[config.mk]
export PLATFORM = sky130hd
export DESIGN_NAME = conv_seq_ctrl
export DESIGN_NICKNAME = d
export VERILOG_FILES = /design/src/rtl/conv_seq_ctrl.sv
export SDC_FILE = /design/constraint.sdc
export NUM_CORES = 1
export LEC_CHECK = 0
export ABC_AREA = 0
export BUFFER_PORTS_ARGS = -buffer_cell sky130_fd_sc_hd__buf_2
export CORE_ASPECT_RATIO = 1.75
export CORE_MARGIN = 2
export CORE_UTILIZATION = 55
export DETAILED_ROUTE_END_ITERATION = 16
export GPL_TIMING_DRIVEN = 0
export PLACE_DENSITY = 0.74
export REMOVE_ABC_BUFFERS = 1
export SYNTH_ARGS = -nofsm -noshare
export SYNTH_HDL_FRONTEND = slang
export SYNTH_SLANG_ARGS = --single-unit
[constraint.sdc]
create_clock -name clk -period 4.8 [get_ports clk]
set_input_delay 0.48 -clock clk [delete_from_list [all_inputs] [get_ports clk]]
set_output_delay 0.48 -clock clk [all_outputs]
set_load 0.05 [all_outputs]
[src/rtl/conv_seq_ctrl.sv]
// Convolution sequencer: walks X/Y memories with a nested index loop,
// multiply-accumulates each product pair and writes z[i] to the Z memory.
module conv_seq_ctrl #(
    parameter int DATA_W = 16,
    parameter int ADDR_W = 5,
    parameter int ACC_W  = 2*DATA_W+ADDR_W
) (
    input  logic                clk,
    input  logic                rst_a,
    input  logic                start,
    input  logic [ADDR_W:0]     size_x,
    input  logic [ADDR_W:0]     size_y,
    output logic                busy,
    output logic                done,
    output logic                x_rd,
    output logic [ADDR_W-1:0]   x_addr,
    input  logic [DATA_W-1:0]   x_data,
    output logic                y_rd,
    output logic [ADDR_W-1:0]   y_addr,
    input  logic [DATA_W-1:0]   y_data,
    output logic                z_we,
    output logic [ADDR_W:0]     z_addr,
    output logic [ACC_W-1:0]    z_data
);
    localparam int SW = ADDR_W + 1;

    typedef enum logic [2:0] {
        S_IDLE, S_SETUP, S_RUN, S_DRAIN, S_WRITE, S_DONE
    } state_t;

    state_t              state_q, state_d;
    logic [SW-1:0]       nx_q, nx_d, ny_q, ny_d;
    logic [SW-1:0]       i_q, i_d, k_q, k_d, k_hi_q, k_hi_d;
    logic [ACC_W-1:0]    acc_q, acc_d;
    logic                rd_q, rd_d;

    logic [2*DATA_W-1:0] prod;
    logic [SW-1:0]       i_inc;
    logic [SW:0]         i_last;

    assign prod   = x_data * y_data;
    assign i_inc  = i_q + SW'(1);
    assign i_last = {1'b0, nx_q} + {1'b0, ny_q} - (SW+1)'(2);

    always_comb begin
        state_d = state_q;
        nx_d    = nx_q;
        ny_d    = ny_q;
        i_d     = i_q;
        k_d     = k_q;
        k_hi_d  = k_hi_q;
        rd_d    = 1'b0;
        acc_d   = acc_q;
        busy    = (state_q != S_IDLE);
        done    = 1'b0;
        x_rd    = 1'b0;
        y_rd    = 1'b0;
        x_addr  = '0;
        y_addr  = '0;
        z_we    = 1'b0;
        z_addr  = '0;
        z_data  = '0;

        // Read data arrives one cycle after the read, so accumulation lags RUN by one.
        if (rd_q) begin
            acc_d = acc_q + {{(ACC_W-2*DATA_W){1'b0}}, prod};
        end

        case (state_q)
            S_IDLE: begin
                if (start) begin
                    nx_d = size_x;
                    ny_d = size_y;
                    i_d  = '0;
                    if (size_x == '0 || size_y == '0) state_d = S_DONE;
                    else                              state_d = S_SETUP;
                end
            end
            S_SETUP: begin
                k_d    = (i_inc > ny_q) ? (i_inc - ny_q) : '0;
                k_hi_d = (i_q < nx_q - SW'(1)) ? i_q : (nx_q - SW'(1));
                acc_d  = '0;
                state_d = S_RUN;
            end
            S_RUN: begin
                x_rd   = 1'b1;
                y_rd   = 1'b1;
                x_addr = ADDR_W'(k_q);
                y_addr = ADDR_W'(i_q - k_q);
                rd_d   = 1'b1;
                if (k_q == k_hi_q) state_d = S_DRAIN;
                else               k_d = k_q + SW'(1);
            end
            S_DRAIN: state_d = S_WRITE;
            S_WRITE: begin
                z_we   = 1'b1;
                z_addr = i_q;
                z_data = acc_q;
                if ({1'b0, i_q} == i_last) begin
                    state_d = S_DONE;
                end else begin
                    i_d     = i_inc;
                    state_d = S_SETUP;
                end
            end
            S_DONE: begin
                done    = 1'b1;
                state_d = S_IDLE;
            end
            default: state_d = S_IDLE;
        endcase
    end

    always_ff @(posedge clk or posedge rst_a) begin
        if (rst_a) begin
            state_q <= S_IDLE;
            nx_q    <= '0;
            ny_q    <= '0;
            i_q     <= '0;
            k_q     <= '0;
            k_hi_q  <= '0;
            acc_q   <= '0;
            rd_q    <= 1'b0;
        end else begin
            state_q <= state_d;
            nx_q    <= nx_d;
            ny_q    <= ny_d;
            i_q     <= i_d;
            k_q     <= k_d;
            k_hi_q  <= k_hi_d;
            acc_q   <= acc_d;
            rd_q    <= rd_d;
        end
    end
endmodule

# [Word-level counts from Yosys, hierarchy flattened]
# Index checks and enable logic that the tools add are counted.
[op_classes] add_sub_neg=8 multipliers=1 div_mod_pow=0 order_cmp=2 eq_ne=11 n_shift=0 muxes=21 bitwise=0 n_reduce_logical=12
[ops] operator="37-bit two-way mux" n=3
[ops] operator="37-bit by 32-bit adder with 37-bit output" n=1
[ops] operator="6-bit two-way mux" n=6
[ops] operator="16-bit by 16-bit multiplier with 32-bit output" n=1
[ops] operator="6-bit case mux with 2 select lines" n=2
[ops] operator="3-bit case mux with 5 select lines" n=1
[ops] operator="6-bit by 1-bit adder with 6-bit output, second input constant" n=2
[ops] operator="6-bit zero test" n=2
[ops] operator="3-bit two-way mux" n=4
[ops] operator="5-bit two-way mux" n=2
[ops] operator="2-bit inequality test, second input constant" n=4
[ops] operator="6-bit by 6-bit adder with 7-bit output" n=1
[ops] operator="6-bit by 7-bit == test with 1-bit output" n=1
[ops] operator="7-bit by 2-bit subtractor with 7-bit output, second input constant" n=1
[ops] operator="3-bit by 2-bit == test with 1-bit output, second input constant" n=2
[ops] operator="3-bit == test, second input constant" n=2
[ops] operator="6-bit == test" n=1
[ops] operator="6-bit > comparator" n=1
[ops] operator="6-bit < comparator" n=1
[ops] operator="2-bit AND reduction" n=3
[ops] operator="2-bit nonzero test" n=3
[ops] operator="6-bit by 1-bit subtractor with 6-bit output, second input constant" n=1
[ops] operator="6-bit subtractor" n=1
[ops] operator="5-bit subtractor" n=1
[ops] operator="6 further kinds" n=8
[word_totals] ff_bits=71 latchBits=0 ram_bits=0 romBits=0 inputBits=47 output_inout_bits=58 wordCells=63 mem_count=0

# [Longest topological paths before layout]
# Gate-level depths: netlist of the first run.
[logic_depth] ltp_word=5 ltp_mapped=23 mapped_depth_nobuf=21

# [Least setup slack after synthesis of the first run]
# OpenSTA, ideal clock, no wires.
[synth_path] path_type="input-to-reg" from="in x_data[10]" to="reg acc_q[32]" setup_time_ps=126 arrival_ps=5806 required_time_ps=4674 slack_ps=-1132 cell_stages=21 n_path_buf=1 cell_sequence="clkbuf_1 nand2_1 fa_1 inv_1 fa_1 fa_1 inv_1 fa_1 inv_1 fa_1 inv_1 fa_1 inv_1 ha_1 nand2_2 o21ai_1 a21oi_1 a2111oi_2 o311ai_1 mux2i_1 a311o_1"
[synth_between] elab_chain_cells=4
[synth_lines] item="start, declared" line="17" source="input logic [DATA_W-1:0] x_data,"
[synth_lines] item="16-bit by 16-bit multiplier with 32-bit output" line="41" source="assign prod = x_data * y_data;"
[synth_lines] item="37-bit by 32-bit adder with 37-bit output" line="66" source="acc_d = acc_q + {{(ACC_W-2*DATA_W){1'b0}}, prod};"
[synth_lines] item="37-bit two-way mux" line="65" source="if (rd_q) begin"
[synth_lines] item="37-bit two-way mux" line="69" source="case (state_q)"
[synth_lines] item="end signal, assigned" line="122" source="acc_q <= '0;"
[synth_lines] item="end signal, assigned" line="131" source="acc_q <= acc_d;"
[synth_lines] item="end, declared" line="34" source="logic [ACC_W-1:0] acc_q, acc_d;"
# No other way between the ends. The select of a mux whose other input is x is not followed.
# A chain may end at the register's enable or synchronous reset.

# [Worst setup path after layout of the first run]
[layout_path] from="in x_data[11]" to="reg acc_q[19]"
# The elaborated chain is that of the path after synthesis.

==> results.py, run 1 <==
metrics = {
    "worst_setup_path": {
        "cp_slowest_cell": "fa_1",
        "crit_type": "input port to flip-flop",
        "cp_num_buf_inv": 5,
        "rrSetupSlack_ns": -0.03,
        "arrival_ns": 5.83,
        "endpoint_kind": "flip-flop",
        "cpPeakStageDelay_ns": 0.56,
        "regToRegEndpoint": "acc_q[19]",
        "required_ns": 5.02,
        "r2r-start": "acc_q[3]",
        "critPathMaxFanout": 16,
        "reg2reg_depth": 18,
        "path_cells": "buf_12 -> nand2_2 -> fa_1 -> inv_1 -> fa_1 -> fa_1 -> inv_2 -> fa_2 -> fa_1 -> fa_1 -> inv_2 -> ha_4 -> o21ai_4 -> nor3_4 -> a2111oi_4 -> nor3_4 -> buf_6 -> a21oi_2 -> nor3b_1 -> a2111oi_2",
        "crit_family": "adder cells",
        "crit_start": "x_data[11]",
        "path_common_cell": "fa_1",
        "critPathLaunchType": "input port",
    },
    "die": {
        "std_cell_rows": 78,
        "ios": 105,
        "dieArea_um2": 27700,
        "die_w_um": 127,
        "core_area_um2": 26000,
        "die_height_um": 219,
        "start_util_pct": 55.8,
    },
    "timing": {
        "hold_violations": 0,
        "setup_tns_ns": -14.48,
        "fin_ws_ns": -0.810,
        "finClkSkew_ns": 0.0145,
        "timing.fmax_mhz": 178,
        "tightest_slew_ns": 1.37,
        "slew_headroom_pct": 8.19,
        "finalSetupViolations": 25,
        "min_period_ns": 5.61,
        "grt_setup_unrepaired": "yes",
        "drv_slew": 0,
        "fin_crit_sh_pct": 117,
    },
    "final_layout": {
        "fillCellCount": 2070,
        "final_cell_mix": "inv_1 (378), fa_1 (216), nand2_1 (203)",
        "synthToLayoutAreaGrowth_pct": 19.8,
        "final_common_cell": "inv_1",
        "seqCellArea_um2": 1780,
        "multiInputGateArea_um2": 11800,
        "final_layout_size_suffix_gt1_share_pct": 19.0,
        "nNetsFinal": 2247,
        "diodes": 0,
    },
    "yosys": {
        "yosys_warnings": 0,
        "ys_top_cells_by_area": "fa_1 (32%), dfrtp_1 (12%), ha_1 (12%), inv_1 (10%), nand2_1 (5.7%)",
        "syn-cell-area_um2": 14500,
        "ys_types": 74,
        "synth_cells": 1722,
        "ys_ff_latch": 71,
        "synth_edf_count": 0,
        "synth_flop_cell": "dfrtp_1",
        "seq_area_frac_synth_pct": 12.3,
        "syn_avg_cell_area_um2": 8.42,
        "netlist.top_cell.by_area": "fa_1",
        "synth_top_cell_area_share_pct": 31.6,
        "postSynth.asyncResetShare_pct": 100,
    },
    "route": {
        "drt-total-wl_um": 40800,
        "viasPerCell": 5.73,
        "drc": 0,
        "drt-initial-drc-count": 672,
        "drtPass1Iterations": 5,
        "num_vias": 12400,
        "routedWlPerCell_um": 18.9,
        "ant_nets": 0,
    },
    "grt": {
        "use_met2_pct": 57.1,
        "globalRouteMet3Util_pct": 2.63,
        "grt_max_degree": 54,
        "grt_pass1_vias": 13200,
        "grt_most_used_layer": "met2",
        "grt_overflow": 0,
        "use_met1_pct": 31.3,
        "antenna_found_initial": 0,
        "grtUsageTotal_pct": 29.6,
        "grt_pass1_wl_um": 65200,
    },
    "cts": {
        "cts_tree": "built",
        "clk_pin_slew_ns": 0.07,
        "clockBufferDepth": 2,
        "clock_latency_ns": 0.36,
        "cts_hold_buf": 0,
        "htree_levels": 3,
        "cts.sinks": 71,
        "cts_buffers": 9,
        "cts-root-buf": "clkbuf_16",
    },
    "place": {
        "gp_congestion": 0.939,
        "port_buffers": 104,
        "dp.final_hpwl_um": 30400,
    },
    "status": {
        "violations": "negative setup slack",
        "status": "finished with violations",
    },
    "run": {
        "maxCapViolations": 0,
    },
    "min_path": {
        "hp-class": "input port to async pin",
    },
}
[flip-flops by register name (all words and copies together) (netlist names)]
| name | count |
|---|---|
| acc_q | 37 |
| i_q | 6 |
| k_hi_q | 6 |
| k_q | 6 |
| nx_q | 6 |
| ny_q | 6 |
| state_q | 3 |
| rd_q | 1 |
[stage by stage]
stage | worst slack (ns) | utilization (%) | cells | instance area, um2 | hold WS [ns]
after global placement | -1.74 | 58.3 | 2076 | 15100 | 0.491
after CTS | -0.772 | 64.6 | 2134 | 16800 | 0.0782
after detailed placement | -1.77 | 58.7 | 2081 | 15200 | 0.450
after floorplan | -0.818 | - | 1652 | 14200 | 0.470
after global routing | -0.944 | 66.9 | 2157 | 17400 | 0.0928
final | -0.810 | 66.9 | 2157 | 17400 | 0.0758
[metal layers]
metal	routed length (um)	vias to the layer above
li1	-	5548
met1	13800	6198
met2	22500	453
met3	1760	171
met4	2780	0
met5	0	-
[worst max-delay path by stage]
stage	cells past startpoint	endpoint	slack, ns
6_report	20	acc_q[19]	-0.81
5_1_grt	20	acc_q[19]	-0.94
4_1_cts	20	acc_q[32]	-0.77
3_5_place_dp	21	acc_q[32]	-1.77
3_3_place_gp	19	acc_q[29]	-1.74
2_1_floorplan	20	acc_q[32]	-0.82
[layout make-up]
type | instances | share of cell area [%]
well taps | 320 | 2.31
flip-flops and latches | 71 | 10.2
clock inverters | 7 | 0.562
repair buffers | 169 | 9.20
multi-input cells | 1185 | 67.8
inverters | 396 | 8.58
clock buffers | 9 | 1.30
[cells by family (layout without fill, tap and decap cells)]
group | count (synthesis) | after routing | synth area share (%)
and+or+nand+nor | 536 | 536 | 17.8
buffers and inverters | 466 | 581 | 12.1
adders and majority gates | 368 | 368 | 43.6
AOI/OAI and AO/OA | 208 | 208 | 9.44
DFF | 71 | 71 | 12.3
xor gates and xnor gates | 42 | 42 | 2.54
muxes | 31 | 31 | 2.20
[what timing repair did]
action	in CTS	in global routing
gates resized for setup	227	89
pin swaps	69	43
buffers inserted	36	20
endpoints found under the setup margin	26	27
cloned	2	3
[synth_stat cells, types with 3 or more instances]
master       n
o2111ai_1    3
and2_1     108
nor3_1      22
a21oi_1     64
a2111oi_2    4
o21bai_1     5
ha_1       139
o211ai_2     3
o21ai_0     47
xor2_1      15
inv_1      394
buf_2        4
a21o_1      20
o311ai_0     5
o221ai_1     4
and3_1      31
buf_1        5
nand4_1     15
nand3_1     16
o21ai_1      8
mux2_2       7
xnor2_1     27
or3_1       11
fa_1       229
nor2_1      88
nand2b_1     5
dfrtp_1     71
o21a_1       5
clkbuf_1    58
o22ai_1      4
a31oi_1      3
a211oi_1     6
mux2i_1     24
nand2_1    222
Power of run 1 is not shown: default switching activity piles up to over one toggle a cycle in this logic, so the estimate is an artifact.
==> run 2, diff against run 1 <==
--- a/config.mk
+++ b/config.mk
@@ -13,6 +13,7 @@
 export DETAILED_ROUTE_END_ITERATION = 16
 export GPL_TIMING_DRIVEN = 0
 export PLACE_DENSITY = 0.74
+export RECOVER_POWER = 100
 export REMOVE_ABC_BUFFERS = 1
 export SYNTH_ARGS = -nofsm -noshare
 export SYNTH_HDL_FRONTEND = slang
==> run 2 against run 1 <==
Compared with the run above: the flow finishes with violations (max-capacitance violations, max-slew violations, negative setup slack); fmax up 0.30%; core utilization down 0.64 points; via count up 0.12%; setup slack better by 0.017 ns; die area unchanged; flip-flop and latch count unchanged; non-clock buffer count unchanged; global-route usage unchanged; register-to-register slack worse by 0.11 ns; highest routed layer unchanged.
==> results.py, run 2 (same netlist as run 1, synthesis figures left out) <==
metrics = {
    "final_layout": {
        "stdcell_count": 2157,
        "largest_reg_flops": 37,
        "top_register": "acc_q",
        "diodes": 0,
        "fin_area_um2": 17200,
        "final_layout_size_suffix_gt1_share_pct": 15.2,
        "fillCellCount": 2122,
        "synthToLayoutAreaGrowth_pct": 18.6,
        "final_common_cell": "inv_1",
        "final_cell_mix": "inv_1 (379), fa_1 (216), nand2_1 (203)",
        "nNetsFinal": 2247,
    },
    "die": {
        "start_util_pct": 55.8,
        "die_w_um": 127,
        "core_area_um2": 26000,
        "dieArea_um2": 27700,
        "die_height_um": 219,
        "ios": 105,
        "std_cell_rows": 78,
    },
    "min_path": {
        "hp-class": "input port to async pin",
    },
    "cts": {
        "cts.sinks": 71,
        "clk_pin_slew_ns": 0.07,
        "cts-root-buf": "clkbuf_16",
        "clock_latency_ns": 0.35,
        "cts_buffers": 9,
        "htree_levels": 3,
        "clockBufferDepth": 2,
        "cts_hold_buf": 0,
        "cts_tree": "built",
    },
    "status": {
        "violations": "max-capacitance violations, max-slew violations, negative setup slack",
        "status": "finished with violations",
    },
    "timing": {
        "timing.fmax_mhz": 179,
        "finalSetupViolations": 26,
        "setup_tns_ns": -14.76,
        "fin_crit_sh_pct": 117,
        "hold_violations": 0,
        "fin_ws_ns": -0.793,
        "tightest_slew_ns": 3.06,
        "slew_headroom_pct": -104,
        "drv_slew": 54,
        "min_period_ns": 5.59,
        "finClkSkew_ns": 0.0124,
        "grt_setup_unrepaired": "yes",
    },
    "worst_setup_path": {
        "r2r-start": "acc_q[3]",
        "arrival_ns": 5.81,
        "critPathLaunchType": "input port",
        "required_ns": 5.02,
        "critPathMaxFanout": 16,
        "endpoint_kind": "flip-flop",
        "crit_type": "input port to flip-flop",
        "reg2reg_depth": 18,
        "regToRegEndpoint": "acc_q[19]",
        "rrSetupSlack_ns": -0.14,
    },
    "route": {
        "drt-total-wl_um": 40700,
        "drt-initial-drc-count": 681,
        "ant_nets": 0,
        "drc": 0,
        "routedWlPerCell_um": 18.9,
        "drtPass1Iterations": 5,
        "num_vias": 12400,
        "viasPerCell": 5.74,
    },
    "place": {
        "port_buffers": 104,
        "gp_congestion": 0.939,
        "dp.final_hpwl_um": 30400,
        "dpl.cell_count": 2081,
        "post-place-ws_ns": -1.77,
        "placed_area_um2": 15200,
    },
    "grt": {
        "grt_pass1_vias": 13200,
        "use_met2_pct": 57.1,
        "antenna_found_initial": 0,
        "globalRouteMet3Util_pct": 2.63,
        "grtUsageTotal_pct": 29.6,
        "grt_most_used_layer": "met2",
        "grt_max_degree": 54,
        "use_met1_pct": 31.3,
        "grt_pass1_wl_um": 65200,
        "grt_overflow": 0,
    },
    "run": {
        "maxCapViolations": 1,
    },
}
## run 2: how the worst max path moves through the flow
| stage | startpoint | to | slack, ns | depth (start not counted) |
|---|---|---|---|---|
| finish | x_data[11] | acc_q[19] | -0.79 | 20 |
| detailed placement | x_data[10] | acc_q[32] | -1.77 | 21 |
| global placement | x_data[8] | acc_q[29] | -1.74 | 19 |
| global route | x_data[11] | acc_q[19] | -0.94 | 20 |
| floorplan | y_data[1] | acc_q[32] | -0.82 | 20 |
| CTS | x_data[4] | acc_q[32] | -0.77 | 20 |
## run 2: routing by layer
| layer | up-vias | wire length, um |
|---|---|---|
| met1 | 6232 | 13800 |
| met5 | - | 0 |
| met4 | 0 | 2720 |
| li1 | 5554 | - |
| met2 | 438 | 22500 |
| met3 | 161 | 1620 |
## run 2: area by class of cell
class                      count  area, um2  share of cell area [%]
multi-input combinational   1185      11800                    68.3
timing repair buffer         169       1460                    8.47
tap                          320        400                    2.33
inverter                     396       1490                    8.65
clock inverter                 7       97.6                   0.568
clock buffer                   9        225                    1.31
sequential                    71       1780                    10.3
## run 2: what timing repair did
item                                   CTS  global route
gates resized for setup                227            89
buffers inserted                        36            20
endpoints found under the hold margin    0             0
pin swaps                               69            43
setup endpoints to repair               26            27
gates cloned                             2             3
## run 2: through the flow
stage	hold slack, ns	utilization (%)
6_report	0.252	66.2
5_1_grt	0.310	66.2
4_1_cts	0.0782	64.6
3_5_place_dp	0.450	58.7
3_3_place_gp	0.491	58.3
2_1_floorplan	0.470	-
## run 2: worst max-delay path: stages
cell and delay (ns):
buf_12 0.13, nand2_2 0.07, fa_1 0.53, inv_1 0.05, fa_1 0.56, fa_1 0.45
inv_2 0.08, fa_2 0.46, fa_1 0.53, fa_1 0.56, inv_2 0.05, ha_4 0.31
o21ai_4 0.08, nor3_4 0.27, a2111oi_4 0.13, nor3_4 0.32, buf_6 0.19, a21oi_2 0.06
nor3b_1 0.17, a2111oi_2 0.31
Power of run 2 is left out for the same reason.
